<file path="config.mk">
export PLATFORM = sky130hd
export DESIGN_NAME = carus_cg_ctrl
export DESIGN_NICKNAME = d
export VERILOG_FILES = /design/src/rtl/carus_cg_pkg.sv /design/src/rtl/carus_cg_ctrl.sv
export SDC_FILE = /design/constraint.sdc
export NUM_CORES = 1
export LEC_CHECK = 0
export ABC_AREA = 1
export BUFFER_PORTS_ARGS = -buffer_cell sky130_fd_sc_hd__buf_2
export CAP_MARGIN = 30
export CORE_MARGIN = 2
export CORE_UTILIZATION = 62
export CTS_BUF_LIST = sky130_fd_sc_hd__clkbuf_16
export CTS_CLUSTER_SIZE = 28
export DETAILED_ROUTE_END_ITERATION = 8
export PLACE_DENSITY = 0.84
export SLEW_MARGIN = 20
export SYNTH_ARGS = -nofsm -noshare
export SYNTH_HDL_FRONTEND = slang
export SYNTH_SLANG_ARGS = --single-unit
</file>
<file path="constraint.sdc">
create_clock -name clk_i -period 3.7 [get_ports clk_i]
set_clock_uncertainty 0.2 [all_clocks]
set_input_delay 0 -clock clk_i [delete_from_list [all_inputs] [get_ports clk_i]]
set_output_delay 0 -clock clk_i [all_outputs]
set_load 0.03 [all_outputs]
</file>
<file path="src/rtl/carus_cg_pkg.sv">
// Shared types and constants for the Carus clock-gating sequencer.
package carus_cg_pkg;

  // Sequencer states: clock running (ACTIVE, IDLE, WAKE) or stopped (GATED)
  typedef enum logic [1:0] {
    ACTIVE = 2'd0,
    IDLE   = 2'd1,
    GATED  = 2'd2,
    WAKE   = 2'd3
  } cg_state_e;

  // Wake settle counter only needs to reach 15
  localparam int WAKE_CNT_W = 4;

  // Default idle threshold while the programmable threshold is not in use
  localparam int RST_THR_DEFAULT = 16;

  // Default number of running cycles before a pending request is granted
  localparam int WAKE_CYCLES_DEFAULT = 2;

endpackage

</file>
<file path="src/rtl/carus_cg_ctrl.sv">
// Carus automatic clock-gating sequencer.
// Runs on the always-on clock and drives the enable of an external clock-gate
// cell. Gates the Carus clock after a programmable idle period and re-opens it
// on demand, holding off bus grants until the clock has settled.
// Optional build macro CARUS_CG_STATS_EN adds a saturating gated-cycle counter
// (gated_cnt_o) with a synchronous clear (stats_clr_i).
module carus_cg_ctrl
  import carus_cg_pkg::*;
#(
  parameter int CNT_W       = 8,
  parameter int WAKE_CYCLES = WAKE_CYCLES_DEFAULT,
  parameter int RST_THR     = RST_THR_DEFAULT
) (
  input  logic             clk_i,
  input  logic             rst_i,
  input  logic             cg_auto_i,
  input  logic             force_on_i,
  input  logic [CNT_W-1:0] idle_thr_i,
  input  logic             busy_i,
  input  logic             req_i,
  output logic             gnt_o,
  output logic             cg_en_o,
  output logic             gated_o
`ifdef CARUS_CG_STATS_EN
  ,
  input  logic             stats_clr_i,
  output logic [31:0]      gated_cnt_o
`endif
);

  localparam logic [CNT_W-1:0]      CNT_ONE   = CNT_W'(1);
  localparam logic [CNT_W-1:0]      RST_THR_W = CNT_W'(RST_THR);
  localparam logic [WAKE_CNT_W-1:0] WCNT_ONE  = WAKE_CNT_W'(1);
  localparam logic [WAKE_CNT_W-1:0] WAKE_LAST = WAKE_CNT_W'(WAKE_CYCLES - 1);

  cg_state_e             state;
  logic [CNT_W-1:0]      cnt;
  logic [WAKE_CNT_W-1:0] wcnt;
  logic                  wake;
  logic [CNT_W-1:0]      thr_sel;
  logic [CNT_W-1:0]      thr_last;

  // Any reason to keep (or bring back) the clock
  assign wake = req_i | busy_i | force_on_i | ~cg_auto_i;

  // Last idle count before gating; a zero threshold behaves as one
  assign thr_sel  = cg_auto_i ? idle_thr_i : RST_THR_W;
  assign thr_last = (thr_sel == '0) ? '0 : (thr_sel - CNT_ONE);

  // Grants only while fully ACTIVE; combinational so a held request sees it at once
  assign gnt_o = req_i & (state == ACTIVE) & ~rst_i;

  // Sequencer FSM; cg_en_o / gated_o are registered copies of the next state
  always_ff @(posedge clk_i) begin
    if (rst_i) begin
      state   <= ACTIVE;
      cnt     <= '0;
      wcnt    <= '0;
      cg_en_o <= 1'b1;
      gated_o <= 1'b0;
    end else begin
      cg_en_o <= 1'b1;
      gated_o <= 1'b0;
      case (state)
        ACTIVE: begin
          if (!wake) begin
            state <= IDLE;
            cnt   <= '0;
          end
        end
        IDLE: begin
          if (wake) begin
            state <= ACTIVE;
          end else if (cnt == thr_last) begin
            state   <= GATED;
            cg_en_o <= 1'b0;
            gated_o <= 1'b1;
          end else begin
            cnt <= cnt + CNT_ONE;
          end
        end
        GATED: begin
          if (wake) begin
            state <= WAKE;
            wcnt  <= '0;
          end else begin
            cg_en_o <= 1'b0;
            gated_o <= 1'b1;
          end
        end
        WAKE: begin
          // Wake always runs to completion, even if the request goes away
          wcnt <= wcnt + WCNT_ONE;
          if (wcnt == WAKE_LAST) begin
            state <= ACTIVE;
          end
        end
        default: begin
          state <= ACTIVE;
        end
      endcase
    end
  end

`ifdef CARUS_CG_STATS_EN
  // Saturating count of gated cycles; clear wins over increment
  always_ff @(posedge clk_i) begin
    if (rst_i || stats_clr_i) begin
      gated_cnt_o <= '0;
    end else if (gated_o && (gated_cnt_o != 32'hFFFF_FFFF)) begin
      gated_cnt_o <= gated_cnt_o + 32'd1;
    end
  end
`endif

endmodule
</file>
==> results.md, run 1 <==
- Drc violations: 0
- Setup TNS: 0 ns
- Num rows: 17
- Worst path top cell family by delay: simple AND/OR/NAND/NOR gates
- Layout Nets: 260
- Max incr delay on CP: 0.27 ns
- Synth warnings: 0
- CP most frequent cell: nand2_1
- Worst vdd ir: 0.3691 mV
- Worst-path fanout max: 12
- Max clock buf depth: 2
- Post-synthesis cell count: 218
- Initial core utilization: 0.6390
- PnR worst setup slack: 1.530 ns
- Hold Violations, Final: 0
- Placeable Area: 0.002170 mm²
- Clock slew at reported path FFs: 0.04 ns
- Register area share after synthesis: 0.2310
- Post-synth EDFFs: 0
- Mapped Nets: 241
- Slowest stage cell on the critical path: ha_1
- Number of diodes: 0
- Syn Area/Cell: 6.359 µm²
- CP bufs+invs: 2
- Worst setup startpoint: cg_auto_i
- IO Pins: 17
- # Max-Cap Violations: 0
- Clk Latency, worst-skew pair: 0.24 ns
- Setup crit end kind: register
- Layout cells sized above 1: 0.1617
- DP HPWL: 2208 µm
- Via density: 5.144
- PostCTS Resize Cnt: 0
- DRT Wirelength: 2916 µm
- Post-DRT Antenna Nets: 0
- Slew headroom: 0.7009
- Final Setup Violations: 0
- First-pass GRT wire length: 4767 µm
- Full die area: 0.002630 mm²
- CTS HTree Levels: 1
- Worst min-delay path class: input pin to register
- Power Dens Cells: 380.3 mW/mm²
- Fraction of registers with async set/reset: 0
- Crit-path cells: buf_2, nand2_2, ha_1, inv_1, xor2_1, nand3_1, nand2_1, nand2_1, nor2_1, nand3_2, nand2_2, nand2_1, o21ai_1, nor2_1
- Vias: 1,353
- Final total power: 0.0005905 W
- Worst hold start: force_on_i
- CP arrival: 2.10 ns
- Crit path time final: 2.170 ns
- Number of synthesized register bits: 16
- Slew Limit Fails: 0
- Antenna violations before repair: 0
- DR pass1 iterations: 4
- Leak Pwr: 0.7282 nW
- Post-CTS Setup Bufs: 0
- Max Clock Freq: 460.8 MHz
- Largest net degree at the start of global routing: 17
- All-Layer GR Usage: 0.2372
- Gpl congestion: 0.8110
- Clk sinks: 16
- Outcome: complete, no violations
- 1st-iter DRT viols: 27
- CP required: 3.63 ns
- Mapped Area: 0.001386 mm²
- DR WL/cell: 11.09 µm
- Reg2Reg Launch Point: state[0]
- RSZ-0062 raised after global routing: false
- Cts bufs inserted: 3
- Crit path launch type: input pin
- Synth Flop Type: dfxtp_1
- Root Buffer: clkbuf_16
- Die height: 51.29 µm
- TritonCTS clock tree: built
- Period Utilization, post-route: 0.5866
- Worst slack, placed: 1.339 ns
- WS Path Type: input pin to register
- Port bufs: 16
- Worst Tran Pin Value: 0.4487 ns
- Unique cell type count in the Yosys netlist: 28
- CTS Hold Bufs: 1
- Syn-to-layout area delta: 12.00%
- Vias in the first global route: 1,229
- Die width: 51.29 µm
- Overflow after GRT: 0
-- layout by cell type (no fill, tap or decap), drive strengths merged --
cell type and count:
nand2 64, inv 34, nand3 26, nor2 24, dfxtp 16, buf 16, a21oi 10, ha 9
nand4 8, o21ai 8, xor2 5, nor3 4, clkbuf 3, a22oi 2, o21bai 1, a221oi 1
nor4 1, o31ai 1, nor3b 1, dlygate4sd3 1
-- cell usage after synthesis, types with 3 or more instances --
library cell  count  area (µm²)
nand2_1          57       214.0
nand3_2           3       30.03
nand2_2           6       37.54
inv_1            32       120.1
nor3_1            4       20.02
nand4_1           7       43.79
a21oi_1           9       45.04
xor2_1            5       43.79
o21ai_0           6       30.03
nand3_1          22       110.1
nor2_1           20       75.07
ha_1              9       112.6
dfxtp_1          16       320.3
nor2_2            3       18.77
buf_6             3       33.78
-- area by class of cell --
type,instances,area [µm²]
Clock buffer,3,75.07
Fill cell,207,616.8
Inverter,34,127.6
Multi-Input combinational cell,165,904.6
Sequential cell,16,320.3
Tap cell,28,35.03
Timing Repair Buffer,17,90.09
-- cell families after synthesis --
logic type,count (synthesis),share of synthesized area
xor+xnor,5,0.03159
compound gates,23,0.09567
fa+ha+maj,9,0.08123
buf+inv,37,0.1164
flops,16,0.2310
simple gates,128,0.4441
-- sequential cells by signal, summed over array words and instances, names as in the netlist, named ones only --
name,cells
cnt,8
wcnt,4
state,1
gated_o,1
cg_en_o,1
-- metal layers --
metal | global-route usage | vias to the layer above | share of wire
met3 | 0.03216 | 5 | 0.035
met2 | 0.4632 | 28 | 0.50
met1 | 0.2568 | 582 | 0.46
met4 | 0.08333 | 0 | 0.013
met5 | 0 | - | 0
li1 | - | 738 | -
-- worst paths after layout --
path | endpoint | slack (ns) | depth (start not counted)
setup / recovery | cnt[1] | 1.53 | 14
hold / removal | cg_en_o | 0.06 | 5
setup reg to reg | wcnt[3] | 1.68 | 6
hold reg to reg | wcnt[1] | 0.27 | 2
-- power by group --
group | internal (W) | total, W | switching (W)
combinational | 0.0000646 | 0.000188 | 0.000123
sequential | 0.000186 | 0.000199 | 0.0000123
clock | 0.000141 | 0.000204 | 0.0000627
total | 0.000392 | 0.000591 | 0.000198
-- through the flow --
| step | cells | hold WS (ns) | instance area, µm² | utilization |
|---|---|---|---|---|
| 2_1_floorplan | 218 | -0.1309 | 1386 | - |
| 3_3_place_gp | 259 | 0.05796 | 1468 | 0.6765 |
| 3_5_place_dp | 259 | 0.06577 | 1468 | 0.6765 |
| 4_1_cts | 263 | 0.05702 | 1553 | 0.7157 |
| 5_1_grt | 263 | 0.1117 | 1553 | 0.7157 |
| 6_report | 263 | 0.05850 | 1553 | 0.7157 |
-- worst min-delay path, cell delays in order --
cell	delay, ns
buf_2	0.07
nor3_1	0.05
nand2_1	0.16
a21oi_1	0.09
o21ai_0	0.08
No activity file was read; power rests on OpenSTA's default activity.
==> run 2, diff against run 1 <==
ABC_AREA = 0   (was 1)
CORE_UTILIZATION = 53   (was 62)
PLACE_DENSITY = 0.76   (was 0.84)
clock period = 1.9 ns   (was 3.7 ns; I/O delays follow)
==> results.md, run 2 <==
- RSZ-0062 raised after global routing: true
- Post-synth top area cell: dfxtp_1
- Worst hold start: force_on_i
- Power Dens Cells: 445.4 mW/mm²
- Crit path launch type: register
- Failing checks: setup timing
- Slew Limit Fails: 0
- Drc violations: 0
- Synth warnings: 0
- Gpl congestion: 0.9070
- Root Buffer: clkbuf_16
- Worst min-delay path class: input pin to register
- Num rows: 20
- Worst hold stages: 4
- Antenna violations before repair: 0
- Initial core utilization: 0.5454
- Outcome: finished, violations left
- Largest net degree at the start of global routing: 14
- Syn-to-layout area delta: 54.78%
- Final Setup Violations: 12
- Slew headroom: 0.7003
- Full die area: 0.003523 mm²
- CP arrival: 2.37 ns
- Clk sinks: 16
- First-pass GRT wire length: 8914 µm
- # Max-Cap Violations: 0
- IO Pins: 17
- Top cells by count, synth: nand2_1, nor2_1, dfxtp_1, inv_1
- Slowest stage cell on the critical path: or3b_4
- Final total power: 0.001119 W
- 1st-iter DRT viols: 136
- Crit-path cells: or3b_4, o31ai_2, nand3_1, a211o_1, nor4_4, buf_6, buf_6, o211ai_1, nand2_1
- Crit path time final: 2.385 ns
- Most common cell after layout, fill and taps aside: buf_4
- Commonest non-fill, non-tap cells in the layout: buf_4, nand2_1, nor2_1, dfxtp_1, buf_2
- WS Path Type: register to register
- FF-to-FF setup slack: -0.48 ns
- Vias: 2,036
- Synth area leaders: dfxtp_1, ha_1, nand2_1
- Worst vdd ir: 0.5892 mV
- Leak Pwr: 1.044 nW
- TritonCTS clock tree: built
- Post-synthesis cell count: 209
- Number of synthesized register bits: 16
- Synth Flop Type: dfxtp_1
- Reg2Reg Launch Point: cnt[0]
- Max Clock Freq: 419.3 MHz
- Most common cell in the netlist: nand2_1
- Post-synth EDFFs: 0
- CTS HTree Levels: 1
- Placeable Area: 0.002978 mm²
- Fraction of registers with async set/reset: 0
- All-Layer GR Usage: 0.3338
- Die height: 59.36 µm
- CP most frequent cell: buf_6
- Die width: 59.36 µm
- Largest register FFs: 8
- Mapped Area: 0.001624 mm²
- DRT Wirelength: 5665 µm
- Worst Tran Pin Value: 0.4449 ns
- Reg-to-Reg End: cnt[5]
- Top flop regs: cnt: 8 flops, wcnt: 4 flops
- Post-synth top area share: 0.1972
- Unique cell type count in the Yosys netlist: 63
- DP HPWL: 3894 µm
- Register area share after synthesis: 0.1972
- CP required: 1.89 ns
- Max incr delay on CP: 0.38 ns
- Overflow after GRT: 0
- Clock slew at reported path FFs: 0.05 ns
- Syn Area/Cell: 7.771 µm²
- Via density: 6.443
- PnR worst setup slack: -0.4847 ns
- Layout cells sized above 1: 0.4523
- Register with the most flip-flops: cnt
- Worst-path fanout max: 7
- Port bufs: 16
- Setup crit end kind: register
- Cts bufs inserted: 3
- Max clock buf depth: 2
- Worst slack, placed: -0.7912 ns
- Post-DRT Antenna Nets: 0
- R2R cell count: 9
- DR WL/cell: 17.93 µm
- DR pass1 iterations: 7
- Vias in the first global route: 2,011
- Clk Latency, worst-skew pair: 0.25 ns
- Hold EP: gated_o
- Hold Violations, Final: 0
- Layout Nets: 307
- Period Utilization, post-route: 1.255
- Number of diodes: 0
- Mapped Nets: 232
[run 2: cell families (layout without fill, tap and decap cells)]
family,after synthesis,in the layout,share of synthesized area
simple gates,98,98,0.3683
xor+xnor,1,1,0.005394
buf+inv,21,95,0.05933
compound gates,59,59,0.2689
fa+ha+maj,9,9,0.06934
flops,16,16,0.1972
mux,5,5,0.03159
[run 2: through the flow]
step	cells	utilization	instance area, µm²	hold WS (ns)	TNS (ns)
finish	316	0.8441	2514	0.002735	-4.954
global route	316	0.8441	2514	0.02550	-6.414
CTS	315	0.8261	2460	0.001342	-4.473
detailed placement	304	0.7319	2180	0.1284	-8.809
global placement	304	0.7319	2180	0.1132	-8.101
floorplan	209	-	1724	-0.007722	-5.007
[run 2: final cells by class]
class	instances	area, µm²
clock buffers	3	75.07
repair buffers	81	620.6
clock inverters	1	3.754
fillers	171	464.2
flip-flops and latches	16	321.6
well taps	33	41.29
inverters	10	37.54
multi-input cells	172	1414
[run 2: worst max-delay path: cells and delay by family (launching register included)]
kind            cells  cell delay [ns]
buf+inv             2             0.27
flops               1             0.34
simple gates        4             0.85
compound gates      3             0.66
[run 2: per-layer routing]
| layer | global-route usage | share of wire |
|---|---|---|
| met1 | 0.3585 | 0.38 |
| met2 | 0.6154 | 0.52 |
| met3 | 0.03057 | 0.046 |
| met4 | 0.2110 | 0.050 |
| met5 | 0 | 0 |
[run 2: power breakdown]
part,internal (W),switching [W],total [W]
Combinational,0.000167,0.000181,0.000348
Sequential,0.000341,0.00000487,0.000346
Clock,0.000280,0.000145,0.000425
Total,0.000789,0.000331,0.00112
[run 2: worst max-delay path by stage]
stage                              from        to  slack, ns
after floorplan               cg_auto_i    cnt[6]      -0.51
after global placement    idle_thr_i[0]    cnt[4]      -0.73
after detailed placement  idle_thr_i[0]    cnt[2]      -0.79
after CTS                        cnt[0]  state[0]      -0.47
after global routing             cnt[0]    cnt[5]      -0.61
final                            cnt[0]    cnt[5]      -0.48
[run 2: repair_timing]
item                       CTS  global route
setup endpoints to repair   12            12
gates resized for setup     34            10
pin swaps                   22             9
buffers inserted             7             2
hold buffers                 1             0
hold endpoints to repair     6             0
